===== src/rtl/temp_alarm_pkg.sv =====
// temp_alarm_pkg: shared class/state encodings and the flag-priority classifier
package temp_alarm_pkg;
    typedef logic [1:0] temp_class_t;
    localparam temp_class_t ST_OK   = 2'd0;
    localparam temp_class_t ST_WARN = 2'd1;
    localparam temp_class_t ST_COLD = 2'd2;
    localparam temp_class_t ST_CRIT = 2'd3;
    function automatic temp_class_t classify(input logic temp_state, input logic temp_low, input logic temp_high);
        return temp_state ? ST_CRIT : temp_low ? ST_COLD : temp_high ? ST_WARN : ST_OK;
    endfunction
endpackage


===== src/rtl/temp_class_debounce.sv =====
// temp_class_debounce: tracks the run of identical valid-sample classes
module temp_class_debounce
    import temp_alarm_pkg::*;
#(
    parameter int DEBOUNCE_CYCLES = 4
) (
    input  logic        clk,
    input  logic        rst_n,
    input  logic        sample_valid,
    input  temp_class_t sample_class,
    output temp_class_t qualified_class,
    output logic        qualified_valid
);
    localparam logic [7:0] LIMIT = 8'(DEBOUNCE_CYCLES);
    temp_class_t candidate, candidate_next;
    logic [7:0] count, count_next;
    always_comb begin
        candidate_next = sample_valid ? sample_class : candidate;
        count_next = !sample_valid ? count :
                     sample_class != candidate ? 8'd1 :
                     count == LIMIT ? count : count + 8'd1;
    end
    // Qualification reflects the post-update run so the FSM moves on the Nth sample's edge
    assign qualified_class = candidate_next;
    assign qualified_valid = sample_valid && count_next >= LIMIT;
    always_ff @(posedge clk or negedge rst_n) begin
        if (!rst_n) begin
            candidate <= ST_OK;
            count     <= 8'd0;
        end else begin
            candidate <= candidate_next;
            count     <= count_next;
        end
    end
endmodule


===== src/rtl/temp_alarm_ctrl.sv =====
// temp_alarm_ctrl: debounced temperature alarm FSM with sticky alarm and fault counter
module temp_alarm_ctrl
    import temp_alarm_pkg::*;
#(
    parameter int DEBOUNCE_CYCLES = 4,
    parameter int CNT_W           = 8
) (
    input  logic             clk,
    input  logic             rst_n,
    input  logic             sample_valid,
    input  logic             temp_high,
    input  logic             temp_state,
    input  logic             temp_low,
    input  logic             alarm_ack,
    output logic [1:0]       state_out,
    output logic             warn,
    output logic             cold,
    output logic             critical,
    output logic             alarm_latched,
    output logic [CNT_W-1:0] event_count
);
    temp_class_t state, qualified_class;
    logic qualified_valid, enter, enter_fault;
    temp_class_debounce #(.DEBOUNCE_CYCLES(DEBOUNCE_CYCLES)) u_debounce (
        .clk            (clk),
        .rst_n          (rst_n),
        .sample_valid   (sample_valid),
        .sample_class   (classify(temp_state, temp_low, temp_high)),
        .qualified_class(qualified_class),
        .qualified_valid(qualified_valid)
    );
    assign enter       = qualified_valid && qualified_class != state;
    assign enter_fault = enter && (qualified_class == ST_CRIT || qualified_class == ST_COLD);
    always_ff @(posedge clk or negedge rst_n) begin
        if (!rst_n) begin
            state         <= ST_OK;
            alarm_latched <= 1'b0;
            event_count   <= '0;
        end else begin
            if (enter)
                state <= qualified_class;
            if (enter && qualified_class == ST_CRIT)
                alarm_latched <= 1'b1;
            else if (alarm_ack && state != ST_CRIT)
                alarm_latched <= 1'b0;
            if (enter_fault && event_count != '1)
                event_count <= event_count + CNT_W'(1);
        end
    end
    assign state_out = state;
    assign warn      = state == ST_WARN;
    assign cold      = state == ST_COLD;
    assign critical  = state == ST_CRIT;
endmodule


===== config.mk =====
export PLATFORM = sky130hd
export DESIGN_NAME = temp_alarm_ctrl
export DESIGN_NICKNAME = d
export VERILOG_FILES = /design/src/rtl/temp_alarm_pkg.sv /design/src/rtl/temp_class_debounce.sv /design/src/rtl/temp_alarm_ctrl.sv
export SDC_FILE = /design/constraint.sdc
export NUM_CORES = 1
export LEC_CHECK = 0
export ABC_AREA = 1
export CORE_UTILIZATION = 27
export CTS_BUF_LIST = sky130_fd_sc_hd__clkbuf_8 sky130_fd_sc_hd__clkbuf_16
export DETAILED_ROUTE_END_ITERATION = 10
export GPL_TIMING_DRIVEN = 1
export PLACE_DENSITY = 0.56
export SYNTH_ARGS = -nofsm -noshare
export SYNTH_HDL_FRONTEND = slang
export SYNTH_SLANG_ARGS = --single-unit

===== constraint.sdc =====
create_clock -name clk -period 3 [get_ports clk]
set_input_delay 0.3 -clock clk [delete_from_list [all_inputs] [get_ports clk]]
set_output_delay 0.3 -clock clk [all_outputs]
set_load 0.03 [all_outputs]

Word-level counts from Yosys, hierarchy flattened
Cells that the tools add are included.
W data, S select, Z words.
{"block": "totals", "regBits": 21, "input_bits": 7, "out_inout_bits": 14, "word_cells": 35}
{"block": "op_classes", "addsub": 2, "n_lt_le_gt_ge": 1, "eq_ne": 10, "muxes": 9, "n_reduce_logical": 8}
{"op": "$mux W8", "n": 3}
{"op": "$add A8 B1 Y8 const B", "n": 2}
{"op": "$eq A2 B2 Y1 const B", "n": 4}
{"op": "$eq A8 B3 Y1 const B", "n": 1}
{"op": "$ge A8 B3 Y1 const B", "n": 1}
{"op": "$ne A8 B8 Y1 const B", "n": 1}
{"op": "$logic_and A1 B1 Y1", "n": 6}
{"op": "$mux W2", "n": 3}
{"op": "$ne A2 B2 Y1", "n": 2}
{"op": "$mux W1", "n": 3}
{"op": "$eq A2 B1 Y1 const B", "n": 1}
{"op": "$ne A2 B2 Y1 const B", "n": 1}
{"op": "$reduce_bool A2 Y1", "n": 1}
{"op": "$logic_or A1 B1 Y1", "n": 1}

Logic depth before layout (Yosys ltp)
{"block": "depth", "ltp_word": 11, "ltp_mapped": 14, "mapped_depth_nobuf": 14}

Hierarchy
Synthesis repeated with hierarchy kept, for this count alone.
{"block": "hier_totals", "hier_cells": 207, "area_unflattened_um2": 1385.1}
{"mod": "temp_class_debounce", "instances": 1, "cells_each": 114, "area_each_um2": 745.7, "seq_area_each_um2": 250.2}
{"mod": "temp_alarm_ctrl", "instances": 1, "cells_each": 93, "area_each_um2": 639.4, "seq_area_each_um2": 275.3}

Least setup slack after synthesis
OpenSTA, ideal clock, no wires.
{"block": "synth_timing", "kind": "flip-flop to flip-flop", "from": "register u_debounce.count[0]", "to": "register event_count[5]", "setup_ns": 0.117, "t_arrival_ns": 1.577, "required_time_ns": 2.883, "slack_ns": 1.306, "path_stages_with_launch": 13, "n_path_buf": 0, "period_less_slack_ns": 1.694, "path_cell_list": "dfrtp_1 > inv_1 > ha_1 > nand3_1 > or2_2 > nand2_1 > nand2_1 > o21ai_0 > nand3_2 > nand3_2 > nor2_4 > nand2_1 > nand2_1"}
{"block": "synth_via", "elab_chain_cells": 9, "elab_cells_between_ends": 10, "classes_between": "1 x add/sub; 1 x order compare; 1 x eq/ne; 3 x mux; 4 x reduce/logical"}
{"element": "from (decl)", "line_no": "temp_class_debounce.sv:16", "rtl": "logic [7:0] count, count_next;"}
{"element": "from (signal assigned)", "line_no": "temp_class_debounce.sv:32", "rtl": "count <= count_next;"}
{"element": "$add A8 B1 Y8 / $eq A8 B3 Y1 (equally long branches)", "line_no": "temp_class_debounce.sv:21", "rtl": "count == LIMIT ? count : count + 8'd1;"}
{"element": "$mux W8", "line_no": "temp_class_debounce.sv:21"}
{"element": "$mux W8", "line_no": "temp_class_debounce.sv:20", "rtl": "sample_class != candidate ? 8'd1 :"}
{"element": "$mux W8 (*)", "line_no": "temp_class_debounce.sv:19", "rtl": "count_next = !sample_valid ? count :"}
{"element": "$ge A8 B3 Y1 (*)", "line_no": "temp_class_debounce.sv:25", "rtl": "assign qualified_valid = sample_valid && count_next >= LIMIT;"}
{"element": "$logic_and A1 B1 Y1 (*)", "line_no": "temp_class_debounce.sv:25"}
{"element": "$logic_and A1 B1 Y1 (*)", "line_no": "temp_alarm_ctrl.sv:32", "rtl": "assign enter = qualified_valid && qualified_class != state;"}
{"element": "$logic_and A1 B1 Y1 (*)", "line_no": "temp_alarm_ctrl.sv:33", "rtl": "assign enter_fault = enter && (qualified_class == ST_CRIT || qualified_class == ST_COLD);"}
{"element": "$logic_and A1 B1 Y1 (*)", "line_no": "temp_alarm_ctrl.sv:46", "rtl": "if (enter_fault && event_count != '1)"}
{"element": "to (signal assigned)", "line_no": "temp_alarm_ctrl.sv:47", "rtl": "event_count <= event_count + CNT_W'(1);"}
{"element": "to (decl)", "line_no": "temp_alarm_ctrl.sv:20", "rtl": "output logic [CNT_W-1:0] event_count"}
Mark *: on every way between the ends. The rest lies on a longest branch, timed or not.
A chain may end at the register's enable or synchronous reset.

Worst setup path after layout
{"block": "layout_timing", "from": "input temp_low", "to": "register event_count[3]"}
{"block": "layout_via", "elab_chain_cells": 10, "elab_cells_between_ends": 15, "classes_between": "1 x order compare; 4 x eq/ne; 5 x mux; 5 x reduce/logical"}
{"element": "from (decl)", "line_no": "temp_alarm_ctrl.sv:13", "rtl": "input logic temp_low,"}
{"element": "$mux W2 (*) (2 in a row)", "line_no": "temp_alarm_pkg.sv:9", "rtl": "return temp_state ? ST_CRIT : temp_low ? ST_COLD : temp_high ? ST_WARN : ST_OK;"}
{"element": "$ne A2 B2 Y1", "line_no": "temp_class_debounce.sv:20"}
{"element": "$mux W8", "line_no": "temp_class_debounce.sv:20"}
{"element": "$mux W8", "line_no": "temp_class_debounce.sv:19"}
{"element": "$ge A8 B3 Y1", "line_no": "temp_class_debounce.sv:25"}
{"element": "$logic_and A1 B1 Y1", "line_no": "temp_class_debounce.sv:25"}
{"element": "$logic_and A1 B1 Y1", "line_no": "temp_alarm_ctrl.sv:32"}
{"element": "$logic_and A1 B1 Y1 (*)", "line_no": "temp_alarm_ctrl.sv:33"}
{"element": "$logic_and A1 B1 Y1 (*)", "line_no": "temp_alarm_ctrl.sv:46"}
Marked as above.

==> metrics.txt <==
status=finished clean; Pwr Total=roughly 920 uW; Num CTS Buffers=3; clock skew=between 0.005 and 0.006 ns; largest net degree at the start of global routing=22; vias in the first global route=~1100; delay-heaviest family, CP=simple AND/OR/NAND/NOR gates; Via density=~4.5; post-synthesis register bit count=21; CP startpoint kind=input pin; Root Driver=clkbuf_8; CP most frequent cell=nand2_1; CTS tree=done; CP Class=in -> reg; cells after synthesis=around 180; first-pass GRT wire length=between 4000 and 5000 um; Least-Margin Pin Slew=0.950 ns; postcts setup bufs=0; internal power=between 500 and 600 uW; layout cells sized above 1=between 7 and 8%; HPWL Detailed=about 1900 um; Die ar.=~5100 sq um; largest cells by area after synthesis=dfrtp_1 41%, nand2_1 22%, inv_1 5.5%, nand3_1 5.0%, nor2_1 4.4%; synth unique cells=24; final WL=about 2600 um; DRT iter0 DRCs=42; Final Core Density=a little over a third; clock tree buffer depth=2; share of the synthesized area in the top cell type=a little over 40%; met3 wire length=about 90 um; Final WS setup=1.01 ns; htree depth=1; WP data required=between 3 and 4 ns; met2 wire len=between 1000 and 1500 um; RePlAce Congestion=just under 0.8; DR WL/cell=between 10 and 15 um; Synth Area per Inst=~7.2 sq um; DRT Pass-1 Iters=4; DP Worst Slack=about 0.73 ns; gr usage total=11.7%; hold path depth=2; CP cell instances=clkdlybuf4s50_1 > nor2_2 > inv_1 > nand2_1 > nand2_1 > nor2_2 > nand2_1 > nand2_1 > o21ai_0 > nand3_2 > nand3_2 > nor2_4 > nand2_1 > nand2_1; Worst path depth=14; Syn Std Cell Area=roughly 1300 sq um; fillers=470; final worst-path cycle share=between 60% and 70%; combinational share of power=between 30% and 40%; synth warn=0; final hold violations=0; cell taking the most area after synthesis=dfrtp_1; minimum clock period=around 2 ns; CP max-delay cell=clkdlybuf4s50_1; Final ANT Viol Nets=0; Clock Power Share=around a fifth; DIE WIDTH=around 71 um; peak supply drop=slightly below 0.0004 V; fmax=501 MHz; core area=between 4000 and 5000 sq um; sequential share of the synthesized area=between 40% and 50%; CTS Sinks=21; wl on met1=1320 um; Sw Share=between 30% and 40%; final setup vio count=0; CTS Hold Bufs=0; total negative slack=0 ns; Crit Path Max Fanout=8; Flop pwr share=between 40 and 50%; grt ovf=0; Max Slew Vio Count=0; pwr dens=574 nW/um^2; DRC errors left=0; area delta synth->final=24.2%; CP Buf/Inv Count=2; # IOs=21; Critical Path End Type=flip-flop; Arrival @ worst endpoint=~2.2 ns; P_leak=~0.83 nW; initial antenna violation count=0; RSZ-0062 raised after global routing=false; Clk pin slew, worst setup/hold paths=0.08 ns; worst relative slew slack=roughly 36%; Die Y=slightly above 70 um; worst r2r path cells=12; Initial Utilization=between 20 and 30%; max layer used=met4; nets=214; Sw Pwr=approximately 360 uW; Vias=roughly 1100; Diodes inserted=0; Buffers on Ports=20; row count=24; Gates resized, CTS repair=0; Max-Cap Viols=0; Mapped Nets=~190; clk_lat worst skew=about 0.26 ns; Worst path max stage delay=0.43 ns; HP Class=reg -> reg
-- layout make-up --
class                      instances  area [sq um]  share of cell area [%]
sequential                        21           526                    32.7
timing repair buffer              21           208                    12.9
clock buffer                       3          41.3                    2.57
tap                               52          65.1                    4.05
clock inverter                     1          3.75                   0.234
multi-input combinational        137           687                    42.8
inverter                          20          75.1                    4.68
-- cell usage in the layout, fill, tap and decap left out --
master / Yosys / routed
nand2_1: 75 / 75
dfrtp_1: 21 / 21
inv_1: 19 / 20
clkdlybuf4s50_1: 0 / 20
nor2_1: 15 / 15
nand3_1: 13 / 13
xor2_1: 6 / 6
o21ai_0: 3 / 3
xnor2_1: 3 / 3
ha_1: 3 / 3
clkbuf_8: 0 / 3
nor2_2: 2 / 2
nand3b_1: 2 / 2
or2_2: 2 / 2
a21oi_1: 2 / 2
nand3_2: 2 / 2
o21ai_1: 2 / 2
inv_2: 1 / 1
a21boi_1: 1 / 1
a221oi_1: 1 / 1
o211ai_1: 1 / 1
o21ai_4: 1 / 1
a21oi_2: 1 / 1
nor2_4: 1 / 1
nand4_2: 1 / 1
buf_4: 0 / 1
-- per-layer routing --
metal | global-route usage (%) | vias to the layer above
met5 | 0 | -
met4 | 4.67 | 0
met3 | 1.28 | 2
met2 | 18.7 | 22
met1 | 16.2 | 507
li1 | - | 606
-- state kept, by name (all words and copies together), names as in the netlist --
name and flops:
alarm_latched 1, event_count 8, state_out 2, u_debounce.candidate 2, u_debounce.count 8
-- Yosys cell counts (all sizes together) --
library cell  count
nand3            15
or2               2
ha                3
nand2            75
inv              20
o211ai            1
nor2             18
buf               1
nand4             1
a21boi            1
dfrtp            21
xor2              6
nand3b            2
o21ai             6
xnor2             3
a221oi            1
a21oi             3
-- power groups by stage --
stage	sequential, mW	combinational, mW	clock (mW)
floorplan	0.432	0.177	0
global placement	0.382	0.367	0
detailed placement	0.383	0.365	0
CTS	0.377	0.369	0.190
global route	0.386	0.399	0.200
finish	0.377	0.364	0.181
-- cell families after synthesis --
| kind of cell | count (synthesis) | share of synthesized area [%] |
|---|---|---|
| and+or+nand+nor | 113 | 37.7 |
| AOI/OAI and AO/OA | 12 | 6.49 |
| adders and majority gates | 3 | 2.90 |
| DFF | 21 | 40.7 |
| buffers and inverters | 21 | 6.20 |
| xor gates and xnor gates | 9 | 6.10 |
-- path summary, 6_finish.rpt --
check                                               from                             to  slack [ns]
max                                             temp_low     event_count[3]$_DFFE_PN0P_        1.01
min                            alarm_latched$_DFFE_PN0P_      alarm_latched$_DFFE_PN0P_        0.51
max reg2reg                u_debounce.count[0]$_DFF_PN0_     event_count[3]$_DFFE_PN0P_        1.05
min reg2reg                    alarm_latched$_DFFE_PN0P_      alarm_latched$_DFFE_PN0P_        0.51
max in group asynchronous                          rst_n  u_debounce.count[4]$_DFF_PN0_        1.85
min in group asynchronous                          rst_n     event_count[6]$_DFFE_PN0P_        0.57
-- worst min-delay path, delay by kind of cell (launching register included) --
family           cells  cell delay [ns]
AO/OA/AOI/OAI        1             0.07
flip-flops           1             0.35
AND/OR/NAND/NOR      1             0.05
-- metrics by stage --
step                      cells  instance area, sq um  hold WS (ns)
final                       255                  1610         0.512
after floorplan             179                  1290       0.00441
after detailed placement    251                  1560         0.477
after CTS                   255                  1610         0.512
after global routing        255                  1610         0.560
after global placement      251                  1560         0.494
No activity file was read; power rests on OpenSTA's default activity.
